<file path="src/rtl/arb_pkg.sv">
// arb_pkg: definitions shared by the burst multiplexer and its helpers.
//   state_t        - FSM encoding (ST_IDLE=0, ST_WAIT=1, ST_BURST=2)
//   DEF_N          - default channel count (must match the arbiter)
//   DEF_DW         - default data width per channel
//   DEF_MAX_BURST  - default maximum beats per grant
package arb_pkg;

  typedef enum logic [1:0] {
    ST_IDLE  = 2'd0,
    ST_WAIT  = 2'd1,
    ST_BURST = 2'd2
  } state_t;

  localparam int DEF_N         = 16;
  localparam int DEF_DW        = 32;
  localparam int DEF_MAX_BURST = 8;

endpackage

</file>
<file path="src/rtl/onehot_to_idx.sv">
// onehot_to_idx: converts a (nominally) one-hot vector to a binary index.
// When several bits are set, the lowest set bit wins. An all-zero input
// gives idx=0 with any=0.
// Ports:
//   onehot  in  N   one-hot vector
//   idx     out SW  binary index of the lowest set bit
//   any     out 1   at least one bit is set
module onehot_to_idx
  import arb_pkg::*;
#(
  parameter int N  = DEF_N,
  parameter int SW = $clog2(N)
) (
  input  logic [N-1:0]  onehot,
  output logic [SW-1:0] idx,
  output logic          any
);

  // Scan from the top down so that the lowest set bit is written last.
  always_comb begin
    idx = '0;
    for (int i = N - 1; i >= 0; i--) begin
      if (onehot[i]) idx = SW'(i);
    end
  end

  assign any = |onehot;

endmodule

</file>
<file path="src/rtl/arb_burst_mux.sv">
// arb_burst_mux: collects N producer streams, requests one arbitration per
// burst from an external round-robin arbiter (registered one-hot grant,
// 1-cycle latency), then locks the shared output to the granted channel
// until out_last is transferred.
// Optional build macro: ARB_BURST_TIMEOUT_EN adds parameter TIMEOUT and the
// sticky output tmo_err; a burst whose owner stays invalid for TIMEOUT
// consecutive cycles is abandoned without out_last.
// Ports:
//   clk, rst_n           clock (rising edge), asynchronous active-low reset
//   in_valid/data/last   per-channel stream; channel i data at [i*DW +: DW]
//   in_ready             per-channel accept, at most one bit set
//   arb_req              request vector to the arbiter (one-cycle pulse)
//   arb_grant            registered one-hot grant from the arbiter
//   out_valid/data/last  shared output stream, out_ready from the sink
//   out_src              binary index of the current owner
//   busy                 high whenever the FSM is not idle
//   state_dbg            current FSM state (state_t encoding)
//   tmo_err              (ARB_BURST_TIMEOUT_EN only) sticky stall timeout
//
// Handshake: a beat moves when out_valid & out_ready. out_valid is a pure
// function of the owner's in_valid and never looks at out_ready; in_ready of
// the owner is out_ready itself, so producer and sink see the same transfer.
module arb_burst_mux
  import arb_pkg::*;
#(
  parameter int N         = DEF_N,
  parameter int DW        = DEF_DW,
  parameter int MAX_BURST = DEF_MAX_BURST
`ifdef ARB_BURST_TIMEOUT_EN
  , parameter int TIMEOUT = 16
`endif
) (
  input  logic                  clk,
  input  logic                  rst_n,
  input  logic [N-1:0]          in_valid,
  input  logic [N*DW-1:0]       in_data,
  input  logic [N-1:0]          in_last,
  output logic [N-1:0]          in_ready,
  output logic [N-1:0]          arb_req,
  input  logic [N-1:0]          arb_grant,
  output logic                  out_valid,
  output logic [DW-1:0]         out_data,
  output logic                  out_last,
  input  logic                  out_ready,
  output logic [$clog2(N)-1:0]  out_src,
  output logic                  busy,
  output logic [1:0]            state_dbg
`ifdef ARB_BURST_TIMEOUT_EN
  , output logic                tmo_err
`endif
);

  localparam int SW  = $clog2(N);
  // Sized so that MAX_BURST itself is representable; the forced last beat
  // ends the burst before the counter could wrap.
  localparam int BCW = $clog2(MAX_BURST + 1);
  localparam logic [BCW-1:0] LAST_CNT = BCW'(MAX_BURST - 1);

  state_t          state;
  logic [SW-1:0]   owner;
  logic [BCW-1:0]  beat_cnt;

  logic [SW-1:0]   gnt_idx;
  logic            gnt_any;

  logic            in_burst;
  logic            own_valid;
  logic            own_last;

  onehot_to_idx #(
    .N  (N),
    .SW (SW)
  ) u_gnt_idx (
    .onehot (arb_grant),
    .idx    (gnt_idx),
    .any    (gnt_any)
  );

  assign in_burst  = (state == ST_BURST);
  assign own_valid = in_valid[owner];
  assign own_last  = in_last[owner] | (beat_cnt == LAST_CNT);

  assign out_valid = in_burst & own_valid;
  assign out_data  = in_burst ? in_data[int'(owner) * DW +: DW] : '0;
  assign out_last  = in_burst & own_last;
  assign in_ready  = in_burst ? ({{(N-1){1'b0}}, out_ready} << owner) : '0;

  // The request is only offered from IDLE, so the arbiter sees exactly one
  // pulse per arbitration. Gated by rst_n so nothing is driven during reset
  // even though IDLE is the reset state.
  assign arb_req   = (rst_n && state == ST_IDLE) ? in_valid : '0;

  assign out_src   = owner;
  assign busy      = (state != ST_IDLE);
  assign state_dbg = state;

`ifdef ARB_BURST_TIMEOUT_EN
  localparam int TCW = $clog2(TIMEOUT + 1);
  localparam logic [TCW-1:0] TMO_LAST = TCW'(TIMEOUT - 1);
  logic [TCW-1:0] stall_cnt;
`endif

  always_ff @(posedge clk or negedge rst_n) begin
    if (!rst_n) begin
      state    <= ST_IDLE;
      owner    <= '0;
      beat_cnt <= '0;
`ifdef ARB_BURST_TIMEOUT_EN
      stall_cnt <= '0;
      tmo_err   <= 1'b0;
`endif
    end else begin
      case (state)
        ST_IDLE: begin
          if (|in_valid) state <= ST_WAIT;
        end
        ST_WAIT: begin
          // A zero grant is a protocol violation: drop back and re-request.
          if (gnt_any) begin
            owner    <= gnt_idx;
            beat_cnt <= '0;
            state    <= ST_BURST;
`ifdef ARB_BURST_TIMEOUT_EN
            stall_cnt <= '0;
`endif
          end else begin
            state <= ST_IDLE;
          end
        end
        ST_BURST: begin
          if (own_valid && out_ready) begin
            beat_cnt <= beat_cnt + 1'b1;
            if (own_last) state <= ST_IDLE;
          end
`ifdef ARB_BURST_TIMEOUT_EN
          if (own_valid) begin
            stall_cnt <= '0;
          end else if (stall_cnt == TMO_LAST) begin
            state   <= ST_IDLE;
            tmo_err <= 1'b1;
          end else begin
            stall_cnt <= stall_cnt + 1'b1;
          end
`endif
        end
        default: state <= ST_IDLE;
      endcase
    end
  end

endmodule

</file>
<file path="config.mk">
export PLATFORM = sky130hd
export DESIGN_NAME = arb_burst_mux
export DESIGN_NICKNAME = d
export VERILOG_FILES = /design/src/rtl/arb_pkg.sv /design/src/rtl/onehot_to_idx.sv /design/src/rtl/arb_burst_mux.sv
export SDC_FILE = /design/constraint.sdc
export NUM_CORES = 1
export LEC_CHECK = 0
export BUFFER_PORTS_ARGS = -buffer_cell sky130_fd_sc_hd__buf_2
export CAP_MARGIN = 20
export CORE_AREA = 2 2 246 248
export DETAILED_ROUTE_END_ITERATION = 10
export DIE_AREA = 0 0 248 250
export PLACE_DENSITY = 0.3
export SYNTH_ARGS = -nofsm -noshare
export SYNTH_HDL_FRONTEND = slang
export SYNTH_SLANG_ARGS = --single-unit
</file>
<file path="constraint.sdc">
create_clock -name clk -period 3.29 [get_ports clk]
set_input_delay 0.658 -clock clk [delete_from_list [all_inputs] [get_ports clk]]
set_output_delay 0.658 -clock clk [all_outputs]
set_load 0.1 [all_outputs]
</file>
# Word-level counts from Yosys, hierarchy flattened
# Index checks and enable logic that the tools add are counted.
[op_classes]
add_sub_neg = 1
shift = 2
magnitude_cmp = 1
eq_ne = 7
n_bitwise = 3
n_reduce_logical = 10
mux = 31
[op_table]
columns = ["op", "n"]
rows = [
  ["indexed part select 512 x 10 -> 32 bit", 1],
  ["two-way mux 4 bit", 18],
  ["two-way mux 16 bit", 2],
  ["two-way mux 32 bit", 1],
  ["OR reduction 16 bit", 2],
  ["left shift 1 x 4 -> 16 bit", 1],
  ["binary-select mux 1 bit (select 4 bit)", 2],
  ["two-way mux 2 bit", 4],
  ["one-hot mux 4 bit (2 select lines)", 1],
  ["inequality test 2 x 1 -> 1 bit (second input constant)", 3],
  ["one-hot mux 2 bit (3 select lines)", 1],
  ["AND reduction 3 bit", 2],
  ["< comparator 4 x 5 -> 1 bit (second input constant)", 1],
  ["adder 4 x 1 -> 4 bit (second input constant)", 1],
  ["== test 4 x 3 -> 1 bit (second input constant)", 1],
  ["nonzero test 2 bit", 2],
  ["bitwise AND 1 bit", 2],
  ["== test 2 x 1 -> 1 bit (second input constant)", 1],
  ["== test 2 bit (second input constant)", 1],
  ["logical AND 1 bit", 2],
  ["logical NOT 2 bit", 1],
  ["two-way mux 1 bit", 2],
  ["inequality test 2 bit (second input constant)", 1],
  ["AND reduction 2 bit", 1],
  ["bitwise OR 1 bit", 1],
]
[totals]
ff_bits = 10
out_inout_bits = 73
in_bits = 563
wordCells = 58

# Depth between registers and ports, before layout
[logic_depth]
depth_word = 16
ltp_mapped = 8
ltp_nobuf = 6

# Hierarchy
# A second synthesis with hierarchy kept.
[unflattened]
hier_cells = 381
hier_area_um2 = 5161.2
[by_module_without_submodules]
columns = ["mod", "cells_per_inst", "seq_area_each_um2", "area_per_inst_um2", "n_inst"]
rows = [
  ["arb_burst_mux", 347, 250.2, 4984.8, 1],
  ["onehot_to_idx", 34, 0.0, 176.4, 1],
]

# Worst setup path after synthesis
# OpenSTA, ideal clock, no wires.
[synth_path]
kind = "register to output"
startpoint = "register owner[3], in the netlist out_src[3]"
endpoint = "output in_ready[9]"
setup_slack_ps = -1445
required_time_ps = 2632
n_path_buf = 2
arrival_time_ps = 4077
path_stages_with_launch = 5
path_cell_list = "dfrtp_1 buf_2 buf_1 nand4_1 nor3_1"
[synth_via]
elab_chain_cells = 2
[synth_rtl]
columns = ["item", "line_no", "source"]
rows = [
  ["start, declared", "arb_burst_mux.sv:60", "logic [SW-1:0] owner;"],
  ["start signal, assigned", "arb_burst_mux.sv:120", "owner <= gnt_idx;"],
  ["left shift 1 x 4 -> 16 bit", "arb_burst_mux.sv:86", "assign in_ready = in_burst ? ({{(N-1){1'b0}}, out_ready} << owner) : '0;"],
  ["two-way mux 16 bit", "arb_burst_mux.sv:86", ""],
  ["end, declared", "arb_burst_mux.sv:38", "output logic [N-1:0] in_ready,"],
]
# Every way passes these cells.

# Worst setup path after layout
[layout_path]
startpoint = "register owner[0], in the netlist out_src[0]"
endpoint = "output out_data[23]"
[layout_via]
elab_chain_cells = 2
[layout_rtl]
columns = ["item", "line_no", "source"]
rows = [
  ["indexed part select 512 x 10 -> 32 bit", "arb_burst_mux.sv:84", "assign out_data = in_burst ? in_data[int'(owner) * DW +: DW] : '0;"],
  ["two-way mux 32 bit", "arb_burst_mux.sv:84", ""],
  ["end, declared", "arb_burst_mux.sv:42", "output logic [DW-1:0] out_data,"],
]
# Every way passes these cells.

==> summary.txt <==
Clocking
  – CTS sink cnt: 10
  – Insertion delay to the later sink of the worst-skew pair: 240 ps
  – CTS tree: built
  – Clock Tree Buf Depth: 2
  – Hold bufs inserted after CTS: 0
  – CTS root buffer: clkbuf_16
  – Cts bufs inserted: 3
  – Clk slew on worst S/H paths: 40 ps
  – H-tree levels: 1

Status
  – Status: finished, final reports clean

STA
  – RSZ-0062 raised after global routing: yes
  – Slew Viols, Final: 0
  – Clk_skew: 3.79 ps
  – Min Tclk post-route: 3230 ps
  – Final setup violation count: 0
  – Period utilisation layout: 98.0%
  – Hold Fails Final Rpt: 0
  – Slew Limit Headroom: 64.6%
  – TNS Setup: 0 ps
  – Worst-margin pin slew: 527 ps
  – Setup ws final: 64.3 ps
  – Hold slack: 304 ps
  – Fmax: 0.310 GHz

Logic synthesis
  – Synth Cell Area: 5130 um2
  – Synth cell types: 34
  – Post-synthesis register bit count: 10
  – Top cell type's share of synthesized area: 74.2%
  – Yosys warns: 0
  – Mapped Nets: 932
  – Top cells by area, synth: mux4_2 (74%), and2_1 (5.9%), dfrtp_1 (4.9%)
  – Sequential fraction of the synthesis area: 4.88%
  – Avg Cell Area, Syn: 13.9 um2
  – Post-Synthesis Cells: 368
  – Cell taking the most area after synthesis: mux4_2

Floorplanning
  – Die area: 62,000 um2
  – Starting density of the core: 8.61%
  – Core area: 59,600 um2
  – Die outline width: 248 um
  – Core Rows: 90
  – Die Ht: 250 um
  – IO Pins: 636

Placed design
  – Placed standard-cell area: 9880 um2
  – Gpl congestion: 0.865
  – Detailed Place HPWL: 32,900 um
  – DP Worst Slack: 161 ps
  – I/O Buffers: 635
  – Cells after DPL: 1,775

Power
  – VDD IR max: 0.538 mV
  – Pwr dens: 853 nW/um2
  – Final Total Pwr: 8.79 mW
  – Lkg Pwr: 4.53 nW

Global route
  – GRT Util Overall: 11.1%
  – GRT overflow: 0
  – Antenna violations before repair: 8
  – Vias in the first global route: 7,462
  – Largest net degree at the start of global routing: 68
  – First-pass GRT wire length: 50,100 um

Finish
  – Share of layout cells above drive strength 1: 91.4%
  – Commonest non-fill, non-tap cell in the layout: buf_2
  – Most frequent cells in the layout: buf_2 (592), mux4_2 (169), and2_2 (41)
  – Design Area, Final: 10,300 um2
  – Util after Layout: 17.3%
  – Final #Nets: 1,570
  – Final instance count without filler cells: 1,790
  – Area delta synth->final: 101%

Critical path
  – CP Capture Type: output port
  – Worst-path fanout max: 8
  – Worst Path Class, Setup: register to output port
  – Arr. time, crit path: 2570 ps
  – Setup crit start kind: register
  – WP data required: 2630 ps

Detailed routing
  – Vias: 6,685
  – Drt via density: 3.73
  – Final ANT Viol Nets: 0
  – Drt total wl: 38,100 um
  – TritonRoute pass-1 iters: 5
  – Drt wl/cell: 21.3 um
  – Iteration-0 DRC count of the detailed router: 299
  – Drt drc: 0

Job
  – Max Cap Viol: 0

Min path
  – Path type of the worst min-delay path: input pin to async pin
## synthesized netlist by cell type, drive strengths merged
| cell type | n |
|---|---|
| and2 | 48 |
| nand3 | 1 |
| nor4 | 7 |
| nand4 | 3 |
| o41ai | 1 |
| ha | 1 |
| nor2b | 3 |
| clkbuf | 18 |
| mux2i | 5 |
| a41oi | 1 |
| mux4 | 169 |
| nor3b | 1 |
| a211oi | 1 |
| o31ai | 2 |
| mux2 | 1 |
| a22oi | 1 |
| o21ai | 4 |
| dfrtp | 10 |
| nand2 | 13 |
| a31oi | 1 |
| a2111oi | 1 |
| inv | 8 |
| nor3 | 6 |
| nand2b | 4 |
| or2 | 1 |
| o21bai | 1 |
| a21oi | 6 |
| buf | 27 |
| nor2 | 23 |
## layout make-up
cell class	count	area, um2
fill	6672	49300
tap	782	978
clock buffer	4	78.8
timing repair buffer	678	4170
sequential	10	263
multi-input combinational	305	4770
antenna	3	7.51
inverter	8	30.0
## flip-flops by register name (all words and copies together) (netlist names)
register   cells
beat_cnt       4
out_src        4
state_dbg      2
## kinds of logic (layout without fill, tap and decap cells)
family / Yosys count / in the layout / share of synthesized area [%]
AO/OA/AOI/OAI: 19 / 19 / 2.54
adder cells (fa/ha/maj): 1 / 1 / 0.244
buffers and inverters: 53 / 690 / 5.37
flip-flops: 10 / 10 / 4.88
multiplexers: 175 / 175 / 75.4
other: 0 / 3 / 0
AND/OR/NAND/NOR: 110 / 110 / 11.5
## where the power goes
| part | switching (mW) | internal (mW) | leakage (nW) |
|---|---|---|---|
| Clock | 0.0578 | 0.163 | 0.0382 |
| Combinational | 4.65 | 3.59 | 4.36 |
| Sequential | 0.147 | 0.186 | 0.123 |
## critical path: stages, from the launching register on
cell     delay, ps
dfrtp_4        450
buf_16         180
buf_12         160
buf_4          150
mux4_2         490
mux4_2         460
and2_2         200
buf_4          230
## worst paths after layout
| kind | from | endpoint | slack, ps | depth (start not counted) |
|---|---|---|---|---|
| setup / recovery | out_src[0]$_DFFE_PN0P_ | out_data[23] | 60 | 7 |
| hold / removal | rst_n | out_src[1]$_DFFE_PN0P_ | 300 | 1 |
| setup reg to reg | out_src[0]$_DFFE_PN0P_ | beat_cnt[3]$_DFFE_PN0P_ | 820 | 9 |
| hold reg to reg | beat_cnt[3]$_DFFE_PN0P_ | beat_cnt[3]$_DFFE_PN0P_ | 490 | 1 |
| max in group asynchronous | rst_n | out_src[3]$_DFFE_PN0P_ | 2730 | 1 |
| min in group clk | beat_cnt[3]$_DFFE_PN0P_ | beat_cnt[3]$_DFFE_PN0P_ | 490 | 1 |
## layer usage
layer	global-route usage (%)	routed length [um]
met3	2.59	3890
met5	0	51
met1	12.7	13700
met2	21.3	20000
met4	1.18	448
## what timing repair did
item | in CTS | in global routing
gates cloned | 2 | 2
buffers inserted | 4 | 0
pin swaps | 0 | 0
gates resized for setup | 42 | 16
setup endpoints to repair | 23 | 23
Note: power is estimated with default switching activity, not from simulation.
